===== config.mk =====
export PLATFORM = sky130hd
export DESIGN_NAME = feature_map_streamer
export DESIGN_NICKNAME = d
export VERILOG_FILES = /design/src/rtl/feature_map_streamer.sv
export SDC_FILE = /design/constraint.sdc
export NUM_CORES = 1
export LEC_CHECK = 0
export BUFFER_PORTS_ARGS = -buffer_cell sky130_fd_sc_hd__buf_2
export CORE_ASPECT_RATIO = 0.7
export CORE_MARGIN = 2
export CORE_UTILIZATION = 30
export CTS_CLUSTER_SIZE = 16
export DETAILED_ROUTE_END_ITERATION = 6
export GPL_TIMING_DRIVEN = 0
export HOLD_SLACK_MARGIN = 0.1
export MAX_ROUTING_LAYER = met4
export SYNTH_ARGS = -nofsm -noshare
export SYNTH_HDL_FRONTEND = slang
export SYNTH_SLANG_ARGS = --single-unit

===== constraint.sdc =====
create_clock -name clk -period 2.06 [get_ports clk]
set_clock_uncertainty 0.2 [all_clocks]
set_input_delay 0 -clock clk [delete_from_list [all_inputs] [get_ports clk]]
set_output_delay 0 -clock clk [all_outputs]
set_load 0.01 [all_outputs]

===== src/rtl/feature_map_streamer.sv =====
// ---------------------------------------------------------------------------
// feature_map_streamer
//
// Streams one W x H feature map out of a synchronous-read memory, in
// row-major order starting at address 0, into line-buffer shift registers.
// Each read is issued in cycle t and its pixel is presented, together with
// the shift enable ce, in cycle t+1.
//
// Ports
//   clk          system clock, all logic on its rising edge
//   rst          synchronous active-high reset
//   start        one-cycle request to stream a map (honoured only in IDLE)
//   stall        while high, no new memory read is issued
//   mem_en       memory read enable
//   mem_addr     read address (row-major, base 0)
//   mem_data     read data, valid the cycle after mem_en
//   data_out     pixel to the line buffers (holds when ce = 0)
//   ce           shift enable, high exactly when data_out carries a new pixel
//   window_valid the pixel on data_out completes a full K x K window
//   busy         high in every state except IDLE
//   done         one-cycle completion pulse
//
// Handshake: start is a request sampled only in IDLE; there is no ready.
// stall is a throttle that blocks issuing a read in the same cycle, but a
// pixel already in flight (read issued last cycle) is always delivered.
// ---------------------------------------------------------------------------
module feature_map_streamer #(
   parameter int N      = 16,
   parameter int W      = 8,
   parameter int H      = 8,
   parameter int K      = 3,
   parameter int ADDR_W = 16
) (
   input  logic              clk,
   input  logic              rst,
   input  logic              start,
   input  logic              stall,
   output logic              mem_en,
   output logic [ADDR_W-1:0] mem_addr,
   input  logic [N-1:0]      mem_data,
   output logic [N-1:0]      data_out,
   output logic              ce,
   output logic              window_valid,
   output logic              busy,
   output logic              done
);

   localparam int NPIX = W * H;
   // One spare code so the counters can step past the last row/column
   // after the final pixel without wrapping into a valid position.
   localparam int CW = $clog2(W + 1);
   localparam int RW = $clog2(H + 1);

   localparam logic [ADDR_W-1:0] LAST_ADDR = ADDR_W'(NPIX - 1);
   localparam logic [CW-1:0]     COL_LAST  = CW'(W - 1);
   localparam logic [CW-1:0]     COL_MIN   = CW'(K - 1);
   localparam logic [RW-1:0]     ROW_MIN   = RW'(K - 1);

   localparam logic [1:0] S_IDLE   = 2'd0;
   localparam logic [1:0] S_STREAM = 2'd1;
   localparam logic [1:0] S_DRAIN  = 2'd2;
   localparam logic [1:0] S_DONE   = 2'd3;

   logic [1:0]        state;
   logic [ADDR_W-1:0] rd_addr;
   logic              ce_r;
   logic [N-1:0]      data_hold;
   logic [CW-1:0]     col;
   logic [RW-1:0]     row;
   logic              issue;
   logic              last_issue;

   // Reads are issued combinationally so stall takes effect in its own cycle.
   assign issue      = (state == S_STREAM) && !stall;
   assign last_issue = issue && (rd_addr == LAST_ADDR);

   always_ff @(posedge clk) begin
      if (rst) begin
         state     <= S_IDLE;
         rd_addr   <= '0;
         ce_r      <= 1'b0;
         data_hold <= '0;
         col       <= '0;
         row       <= '0;
      end else begin
         // ce follows the read by exactly one cycle, independent of stall.
         ce_r <= issue;

         // col/row name the pixel currently on data_out; step after it.
         if (ce_r) begin
            data_hold <= mem_data;
            if (col == COL_LAST) begin
               col <= '0;
               row <= row + 1'b1;
            end else begin
               col <= col + 1'b1;
            end
         end

         case (state)
            S_IDLE: begin
               if (start) begin
                  state   <= S_STREAM;
                  rd_addr <= '0;
                  col     <= '0;
                  row     <= '0;
               end
            end
            S_STREAM: begin
               if (last_issue) begin
                  // Address stays at the last valid location.
                  state <= S_DRAIN;
               end else if (issue) begin
                  rd_addr <= rd_addr + 1'b1;
               end
            end
            S_DRAIN: state <= S_DONE;
            S_DONE:  state <= S_IDLE;
            default: state <= S_IDLE;
         endcase
      end
   end

   assign mem_en       = issue;
   assign mem_addr     = rd_addr;
   assign ce           = ce_r;
   // Pass the read data straight through on ce; otherwise replay the last pixel.
   assign data_out     = ce_r ? mem_data : data_hold;
   assign window_valid = ce_r && (row >= ROW_MIN) && (col >= COL_MIN);
   assign busy         = (state != S_IDLE);
   assign done         = (state == S_DONE);

endmodule


Yosys cells after proc, flatten, opt, wreduce, memory -nomap -nowiden
Index checks and enable logic that the tools add are counted. W data, S select, Z words.

Bits in registers: 43. Input port bits: 20. Output and inout port bits: 37. Logic and storage cells: 46.

Add/subtract/negate cells: 3. Order comparisons: 2. Equality and inequality tests: 9. Multiplexer cells: 16. Reduce and logical (&&, ||, !) cells: 10.

Operator list (count): $mux W16 (4); $mux W4 (8); $pmux W16 S2 (1); $add A16 B1 Y16 const B (1); $eq A16 B6 Y1 const B (1); $add A4 B1 Y4 const B (2); $ge A4 B2 Y1 const B (2); $ne A2 B2 Y1 const B (4); $pmux W2 S4 (1); $eq A2 B2 Y1 const B (2); $eq A4 B3 Y1 const B (1); $logic_and A1 B1 Y1 (4); $mux W2 (2); $reduce_and A4 Y1 (1); $reduce_bool A2 Y1 (2); $eq A2 B1 Y1 const B (1); $logic_not A2 Y1 (1); $reduce_and A2 Y1 (1); $logic_not A1 Y1 (1).

Logic depth before layout (Yosys ltp)
Gate-level depths: netlist of run 1.

Depth after elaboration: 5. Gate-level depth with buffers: 8. Mapped depth without buffers: 8.

Least setup slack after synthesis of run 1
Ideal clock, no wire load.

Path kind: register to register. Start: register state[0]. End: register rd_addr[12], in the netlist mem_addr[12]. Setup time: 0.062 ns. Data arrival time: 1.873 ns. Setup slack: -0.075 ns. Stages on the path, launching flop included: 8. Buffers on the path: 0. Cells stage by stage: dfxtp_1 > inv_1 > ha_1 > nand2b_1 > nand2_2 > or4_1 > or4b_1 > nand3_1.

Word-level cells in the longest chain between the ends: 5. Elaborated cells between the ends (all ways): 10. Classes of those cells: eq/ne (4); mux (1); reduce/logical (5).

RTL lines: start: declaration (line 64) `logic [1:0] state;`; start signal: assignment (line 79) `state <= S_IDLE;`; start signal: assignment (line 103) `state <= S_STREAM;`; start signal: assignment (line 112) `state <= S_DRAIN;`; $eq A2 B1 Y1 (line 74, 100); $logic_and A1 B1 Y1 (line 74) `assign issue = (state == S_STREAM) && !stall;`; $logic_and A1 B1 Y1 (line 75) `assign last_issue = issue && (rd_addr == LAST_ADDR);`; $ne A2 B2 Y1 (no source line); $reduce_and A4 Y1 (no source line); end signal: assignment (line 114) `rd_addr <= rd_addr + 1'b1;`; end: declaration (line 65) `logic [ADDR_W-1:0] rd_addr;`.

Parallel ways exist; a longest one is shown, timed or not. A chain may end at the register's enable or synchronous reset.

Final worst setup path of run 1
Same ends and word-level chain as after synthesis.

==> metrics.txt, run 1 <==
# TYPE chip_impl_metric gauge
chip_impl_metric{name="fraction_of_registers_with_async_set_reset",unit=""} 0
chip_impl_metric{name="internal_power",unit="mW"} 1.76
chip_impl_metric{name="clkSinkCount",unit=""} 43
chip_impl_metric{name="critical-path-max-stage-delay",unit="ns"} 0.47
chip_impl_metric{name="sw_frac_of_total",unit=""} 0.345
chip_impl_metric{name="postSynthCellCount",unit=""} 239
chip_impl_metric{name="utilization",unit=""} 0.451
chip_impl_metric{name="clkLatencyLatePin",unit="ns"} 0.30
chip_impl_metric{name="hold_depth",unit=""} 2
chip_impl_info{name="min_path_type",value="flip-flop to flip-flop"} 1
chip_impl_info{name="clock_tree_from_tritoncts",value="done"} 1
chip_impl_metric{name="top_level_ports",unit=""} 57
chip_impl_metric{name="p_leak",unit="nW"} 1.28
chip_impl_metric{name="fp.coreArea",unit="sq mm"} 0.00679
chip_impl_metric{name="cellPowerDensity",unit="mW/mm^2"} 879
chip_impl_metric{name="start_util",unit=""} 0.311
chip_impl_metric{name="net_switching_power_figure",unit="mW"} 0.928
chip_impl_metric{name="seq_power_share",unit=""} 0.344
chip_impl_metric{name="drt_pre_antenna_iters",unit=""} 4
chip_impl_metric{name="slew_violations",unit=""} 0
chip_impl_metric{name="highest_achievable_clock_rate",unit="MHz"} 503
chip_impl_metric{name="synth_enable_flop_cells",unit=""} 0
chip_impl_metric{name="syn_area_per_cell",unit="sq um"} 8.84
chip_impl_info{name="synth_largest_area_cell",value="dfxtp_1"} 1
chip_impl_metric{name="io_buffers",unit=""} 56
chip_impl_metric{name="required",unit="ns"} 2.10
chip_impl_metric{name="cts-buffers-inserted",unit=""} 5
chip_impl_metric{name="route.antenna.remaining_nets",unit=""} 0
chip_impl_metric{name="cp_max_fo",unit=""} 6
chip_impl_metric{name="antenna_found_initial",unit=""} 0
chip_impl_metric{name="cp_arrival",unit="ns"} 2.03
chip_impl_metric{name="max_slew_margin",unit=""} 0.631
chip_impl_info{name="ys.flop_type",value="dfxtp_1"} 1
chip_impl_metric{name="fillerInstances",unit=""} 680
chip_impl_info{name="cpMaxStageDelayCell",value="or4b_1"} 1
chip_impl_info{name="crit_family",value="simple AND/OR/NAND/NOR gates"} 1
chip_impl_metric{name="hold_slack",unit="ns"} 0.319
chip_impl_metric{name="vias",unit=""} 2037
chip_impl_metric{name="finish.net_count",unit=""} 358
chip_impl_metric{name="synthDistinctLibCells",unit=""} 43
chip_impl_metric{name="first_iter_violations",unit=""} 109
chip_impl_info{name="synth_most_common_cell",value="dfxtp_1"} 1
chip_impl_metric{name="final_hold_viol_count",unit=""} 0
chip_impl_metric{name="grt_start_max_net_pins",unit=""} 14
chip_impl_metric{name="p_clk_frac",unit=""} 0.258
chip_impl_info{name="synthTopCellsByCount",value="43 x dfxtp_1, 25 x nor2_1, 17 x mux2_2, 17 x nor2b_1, 15 x nand3_1"} 1
chip_impl_metric{name="die_h",unit="um"} 74.2
chip_impl_metric{name="floorplan.rows",unit=""} 25
chip_impl_metric{name="clk_path_buf_depth",unit=""} 2
chip_impl_metric{name="setup_violations",unit=""} 0
chip_impl_metric{name="n_antenna_cell",unit=""} 0
chip_impl_metric{name="postSynthRegisterBits",unit=""} 43
chip_impl_metric{name="post-route-min-period",unit="ns"} 1.99
chip_impl_info{name="crit_path_cell_trace",value="inv_2, ha_4, nand2b_4, nand2_4, or4_4, or4b_1, nand3_1"} 1
chip_impl_info{name="worstSetupEndpointType",value="flip-flop"} 1
chip_impl_info{name="worstReg2RegEnd",value="mem_addr[12]"} 1
chip_impl_metric{name="worst_ir_drop_vdd",unit="V"} 0.000344
chip_impl_metric{name="finalCritPeriodShare",unit=""} 0.965
chip_impl_metric{name="via_density_per_instance",unit=""} 4.80
chip_impl_metric{name="instances_no_fill",unit=""} 424
chip_impl_metric{name="ff2ff_path_depth",unit=""} 7
chip_impl_metric{name="netlist_area_before_placement",unit="sq mm"} 0.00211
chip_impl_metric{name="synth_nets",unit=""} 268
chip_impl_metric{name="grtUsageTotal",unit=""} 0.154
chip_impl_metric{name="area_share_of_the_largest_cell_type_after_synthesis",unit=""} 0.408
chip_impl_metric{name="share_comb_of_total_power",unit=""} 0.398
chip_impl_info{name="critical_path.startpoint_type",value="flip-flop"} 1
chip_impl_metric{name="yosysWarningCount",unit=""} 0
chip_impl_metric{name="first_global_vias",unit=""} 1834
chip_impl_metric{name="post_drt_wl_per_cell",unit="um"} 13.5
chip_impl_metric{name="dp_cells",unit=""} 389
chip_impl_metric{name="reg2reg_setup_slack",unit="ns"} 0.07
chip_impl_info{name="ys_top_cells_by_area",value="dfxtp_1 41%, mux2_2 9.1%, ha_1 5.3%"} 1
chip_impl_metric{name="final_layout_size_suffix_gt1_frac",unit=""} 0.382
chip_impl_metric{name="gpl.final_weighted_congestion",unit=""} 0.830
chip_impl_metric{name="worst_pin_slew",unit="ns"} 0.554
chip_impl_metric{name="post-route-drc-count",unit=""} 0
chip_impl_metric{name="cts.htree.levels",unit=""} 2
chip_impl_metric{name="hpwlAfterDp",unit="um"} 3820
chip_impl_info{name="hold_end",value="mem_addr[15]"} 1
chip_impl_metric{name="timing.critical_path.buf_inv",unit=""} 1
chip_impl_metric{name="die-width",unit="um"} 104
chip_impl_info{name="timing.setup.critical_path_class",value="flip-flop to flip-flop"} 1
chip_impl_metric{name="grt_first_pass_wirelength",unit="um"} 9190
chip_impl_info{name="min-delay-start",value="mem_addr[15]"} 1
chip_impl_metric{name="drt-total-wl",unit="um"} 5710
chip_impl_metric{name="number_of_max_cap_violations",unit=""} 0
chip_impl_metric{name="overflow",unit=""} 0
chip_impl_metric{name="worst_setup_hold_path_clk_slew",unit="ns"} 0.09
chip_impl_info{name="run_status",value="complete, no violations"} 1
chip_impl_metric{name="die_area",unit="sq mm"} 0.00774
chip_impl_metric{name="area_growth_from_synthesis_to_layout",unit="%"} 45.0
chip_impl_info{name="critical_path.reg2reg.startpoint",value="state[0]"} 1
chip_impl_info{name="cts-root-buf",value="clkbuf_8"} 1
chip_impl_metric{name="synth-seq-area-share",unit=""} 0.408
-- area by class of cell --
cell class / count / area (sq um) / share of cell area
multi-input combinational: 180 / 1340 / 0.438
sequential: 43 / 882 / 0.288
timing repair buffer: 84 / 538 / 0.176
tap: 94 / 118 / 0.0384
clock buffer: 6 / 82.6 / 0.0270
inverter: 8 / 37.5 / 0.0123
clock inverter: 2 / 35.0 / 0.0114
buffer: 7 / 27.5 / 0.00899
-- cells by family (layout without fill, tap and decap cells) --
group | Yosys count | count (layout) | synth area share
AO/OA/AOI/OAI | 37 | 37 | 0.107
XOR/XNOR | 6 | 6 | 0.0249
adder cells (fa/ha/maj) | 9 | 9 | 0.0533
buffers and inverters | 16 | 107 | 0.0290
flip-flops | 43 | 43 | 0.408
multiplexers | 19 | 19 | 0.100
AND/OR/NAND/NOR | 109 | 109 | 0.278
-- through the flow --
stage / worst slack (ns) / total power, mW / TNS [ns] / cell area (sq um)
2_1_floorplan: 0.00350 / 1.54 / 0 / 2160
3_3_place_gp: -0.360 / 1.79 / -2.38 / 2550
3_5_place_dp: -0.396 / 1.79 / -2.63 / 2550
4_1_cts: -0.00834 / 2.59 / -0.0101 / 2950
5_1_grt: -0.0311 / 2.86 / -0.0713 / 3060
6_report: 0.0730 / 2.69 / 0 / 3060
-- power by group through the flow --
| stage | Combinational [mW] | Sequential [mW] | Clock [mW] |
|---|---|---|---|
| 6_report | 1.07 | 0.927 | 0.694 |
| 5_1_grt | 1.17 | 0.935 | 0.754 |
| 3_3_place_gp | 0.843 | 0.946 | 0 |
| 3_5_place_dp | 0.847 | 0.948 | 0 |
| 2_1_floorplan | 0.600 | 0.941 | 0 |
| 4_1_cts | 0.942 | 0.925 | 0.720 |
-- worst max path at each step --
stage / from / endpoint / cells past startpoint / slack, ns
floorplan: state[1] / mem_addr[12] / 8 / 0.003
global placement: mem_addr[8] / mem_addr[0] / 6 / -0.36
detailed placement: state[1] / mem_addr[0] / 7 / -0.40
CTS: state[1] / mem_addr[9] / 8 / -0.008
global route: state[1] / mem_addr[3] / 8 / -0.03
finish: state[0] / mem_addr[12] / 7 / 0.07
-- flip-flops by register name, summed over array words and instances (netlist names) --
register   count
row            4
mem_addr      16
col            4
data_hold     16
ce             1
state          2
-- worst register-to-register path, delay by kind of cell (launching register included) --
| family | cells | cell delay, ns |
|---|---|---|
| fa+ha+maj | 1 | 0.18 |
| buf+inv | 1 | 0.06 |
| simple gates | 5 | 1.13 |
| flops | 1 | 0.37 |
-- layer usage --
metal	wire [um]	up-vias	share of wire	global-route usage
met5	0	-	0	-
met4	48	0	0.0084	0.0435
met3	320	5	0.056	0.0394
met2	2480	56	0.43	0.216
met1	2860	950	0.50	0.217
li1	-	1026	-	-
-- cell usage in the layout, fill, tap and decap left out, drive strengths merged, types with 3 or more instances in the layout --
master	n
nand2b	5
or3	3
dlygate4sd3	19
inv	7
nand4	5
a21o	3
nor4	3
clkbuf	11
nor2	25
a311oi	3
xor2	4
nand3	15
nand2	14
or4	4
a31oi	3
o21ai	10
a21oi	13
dfxtp	43
nor2b	17
mux2	17
nor3	5
buf	67
ha	9
-- repair_timing --
item	CTS	global route
hold buffers	19	0
endpoints found under the setup margin	9	17
pin swaps	6	6
setup buffers	6	3
hold endpoints to repair	26	0
resized for setup	16	25
(Power assumes the default switching activity.)
==> run 2: changes to the inputs <==
--- a/config.mk
+++ b/config.mk
@@ -8,12 +8,13 @@
 export BUFFER_PORTS_ARGS = -buffer_cell sky130_fd_sc_hd__buf_2
 export CORE_ASPECT_RATIO = 0.7
 export CORE_MARGIN = 2
-export CORE_UTILIZATION = 30
+export CORE_UTILIZATION = 47
 export CTS_CLUSTER_SIZE = 16
 export DETAILED_ROUTE_END_ITERATION = 6
 export GPL_TIMING_DRIVEN = 0
 export HOLD_SLACK_MARGIN = 0.1
 export MAX_ROUTING_LAYER = met4
+export PLACE_DENSITY = 0.76
 export SYNTH_ARGS = -nofsm -noshare
 export SYNTH_HDL_FRONTEND = slang
 export SYNTH_SLANG_ARGS = --single-unit
==> metrics.txt, run 2 (synthesis results as in run 1) <==
# TYPE chip_impl_metric gauge
chip_impl_info{name="run_status",value="complete, but fails checks"} 1
chip_impl_info{name="failed_checks",value="setup timing"} 1
chip_impl_metric{name="first_global_vias",unit=""} 1821
chip_impl_metric{name="die-width",unit="um"} 84.1
chip_impl_metric{name="post-route-drc-count",unit=""} 0
chip_impl_metric{name="floorplan.rows",unit=""} 20
chip_impl_metric{name="worst_pin_slew",unit="ns"} 0.568
chip_impl_info{name="worstSetupEndpointType",value="flip-flop"} 1
chip_impl_info{name="rsz0062_at_grt",value="yes"} 1
chip_impl_metric{name="post_drt_wl_per_cell",unit="um"} 14.4
chip_impl_metric{name="drt-total-wl",unit="um"} 5560
chip_impl_metric{name="finalCritPeriodShare",unit=""} 1.01
chip_impl_metric{name="fin_ws",unit="ns"} -0.0228
chip_impl_metric{name="worst_setup_hold_path_clk_slew",unit="ns"} 0.08
chip_impl_info{name="timing.setup.critical_path_class",value="flip-flop to flip-flop"} 1
chip_impl_metric{name="clkSinkCount",unit=""} 43
chip_impl_info{name="layout_commonest_cell",value="buf_2"} 1
chip_impl_metric{name="route.antenna.remaining_nets",unit=""} 0
chip_impl_metric{name="vias",unit=""} 2064
chip_impl_metric{name="via_density_per_instance",unit=""} 5.35
chip_impl_metric{name="slew_violations",unit=""} 0
chip_impl_metric{name="design_power_total",unit="mW"} 2.78
chip_impl_metric{name="grt_first_pass_wirelength",unit="um"} 8630
chip_impl_metric{name="cp_max_fo",unit=""} 7
chip_impl_metric{name="area_growth_from_synthesis_to_layout",unit="%"} 45.7
chip_impl_metric{name="post-route-min-period",unit="ns"} 2.08
chip_impl_metric{name="grtUsageTotal",unit=""} 0.224
chip_impl_metric{name="first_iter_violations",unit=""} 115
chip_impl_metric{name="final_hold_viol_count",unit=""} 0
chip_impl_metric{name="drt_pre_antenna_iters",unit=""} 4
chip_impl_metric{name="finalSetupTns",unit="ns"} -0.0228
chip_impl_info{name="most-common-layout-cells",value="56 x buf_2, 36 x dfxtp_1, 24 x nor2_1"} 1
chip_impl_metric{name="n_antenna_cell",unit=""} 0
chip_impl_metric{name="finish.net_count",unit=""} 359
chip_impl_info{name="cts-root-buf",value="clkbuf_8"} 1
chip_impl_metric{name="fillerInstances",unit=""} 356
chip_impl_metric{name="pre_cts_slack",unit="ns"} -0.360
chip_impl_metric{name="grt_start_max_net_pins",unit=""} 14
chip_impl_info{name="min_path_type",value="flip-flop to flip-flop"} 1
chip_impl_metric{name="io_buffers",unit=""} 56
chip_impl_metric{name="antenna_found_initial",unit=""} 0
chip_impl_metric{name="clkLatencyLatePin",unit="ns"} 0.29
chip_impl_metric{name="p_leak",unit="nW"} 1.32
chip_impl_metric{name="number_of_max_cap_violations",unit=""} 0
chip_impl_metric{name="required",unit="ns"} 2.07
chip_impl_metric{name="start_util",unit=""} 0.488
chip_impl_info{name="clock_tree_from_tritoncts",value="done"} 1
chip_impl_metric{name="cellPowerDensity",unit="mW/mm^2"} 903
chip_impl_metric{name="fp.coreArea",unit="sq mm"} 0.00433
chip_impl_metric{name="highest_achievable_clock_rate",unit="MHz"} 480
chip_impl_metric{name="worst_ir_drop_vdd",unit="V"} 0.000556
chip_impl_metric{name="top_level_ports",unit=""} 57
chip_impl_metric{name="die_area",unit="sq mm"} 0.00505
chip_impl_metric{name="cp_arrival",unit="ns"} 2.10
chip_impl_metric{name="setup_violations",unit=""} 1
chip_impl_metric{name="cts-buffers-inserted",unit=""} 5
chip_impl_metric{name="die_h",unit="um"} 60.1
chip_impl_metric{name="hold_slack",unit="ns"} 0.336
chip_impl_metric{name="gpl.final_weighted_congestion",unit=""} 0.867
chip_impl_metric{name="overflow",unit=""} 0
chip_impl_info{name="critical_path.startpoint_type",value="flip-flop"} 1
chip_impl_metric{name="final_layout_size_suffix_gt1_frac",unit=""} 0.393
chip_impl_metric{name="clk_path_buf_depth",unit=""} 2
chip_impl_metric{name="max_slew_margin",unit=""} 0.621
chip_impl_metric{name="cts.htree.levels",unit=""} 2
chip_impl_metric{name="hpwlAfterDp",unit="um"} 3510
run 2: cell type report:
type,count,area [sq um],share of cell area
well taps,55,68.8,0.0224
clock buffers,6,82.6,0.0268
inverters,8,40.0,0.0130
clock inverters,2,35.0,0.0114
repair buffers,86,561,0.182
multi-input cells,180,1390,0.451
plain buffers,6,22.5,0.00732
flip-flops and latches,43,880,0.286
run 2: per-layer routing:
metal	share of wire	vias to the layer above	global-route usage
met5	0	-	-
met4	0.0043	0	0.0530
met3	0.066	4	0.0442
met2	0.47	69	0.331
met1	0.46	963	0.316
li1	-	1028	-
run 2: per-stage QoR:
stage	instance area, sq um	std cells	util
finish	3080	386	0.711
global route	3080	386	0.711
CTS	2910	383	0.672
detailed placement	2500	350	0.579
global placement	2500	350	0.579
floorplan	2160	239	-
run 2: repair_timing:
| action | 4_1_cts | 5_1_grt |
|---|---|---|
| endpoints found under the hold margin | 27 | 0 |
| hold buffers | 19 | 0 |
| pin swaps | 6 | 8 |
| setup buffers | 7 | 4 |
| setup endpoints to repair | 9 | 17 |
| gates resized for setup | 19 | 28 |
run 2: worst max-delay path, stage by stage, from the launching register on:
cell and delay (ns):
dfxtp_4 0.39, inv_4 0.04, ha_4 0.16, buf_6 0.12
nor2b_4 0.13, nor2_2 0.17, o21ai_4 0.12, or4_4 0.53
a21oi_2 0.14
run 2: worst paths after layout:
check | startpoint | endpoint | slack [ns] | cells past startpoint
max | state[0] | mem_addr[5] | -0.02 | 8
min reg2reg | row[3] | row[3] | 0.34 | 2
min | row[3] | row[3] | 0.34 | 2
max reg2reg | state[0] | mem_addr[5] | -0.02 | 8
run 2: report_power, final:
part / switching (mW) / internal (mW) / leakage, nW / total, mW
Sequential: 0.0413 / 0.893 / 0.352 / 0.935
Clock: 0.283 / 0.392 / 0.0612 / 0.675
Combinational: 0.624 / 0.544 / 0.907 / 1.17
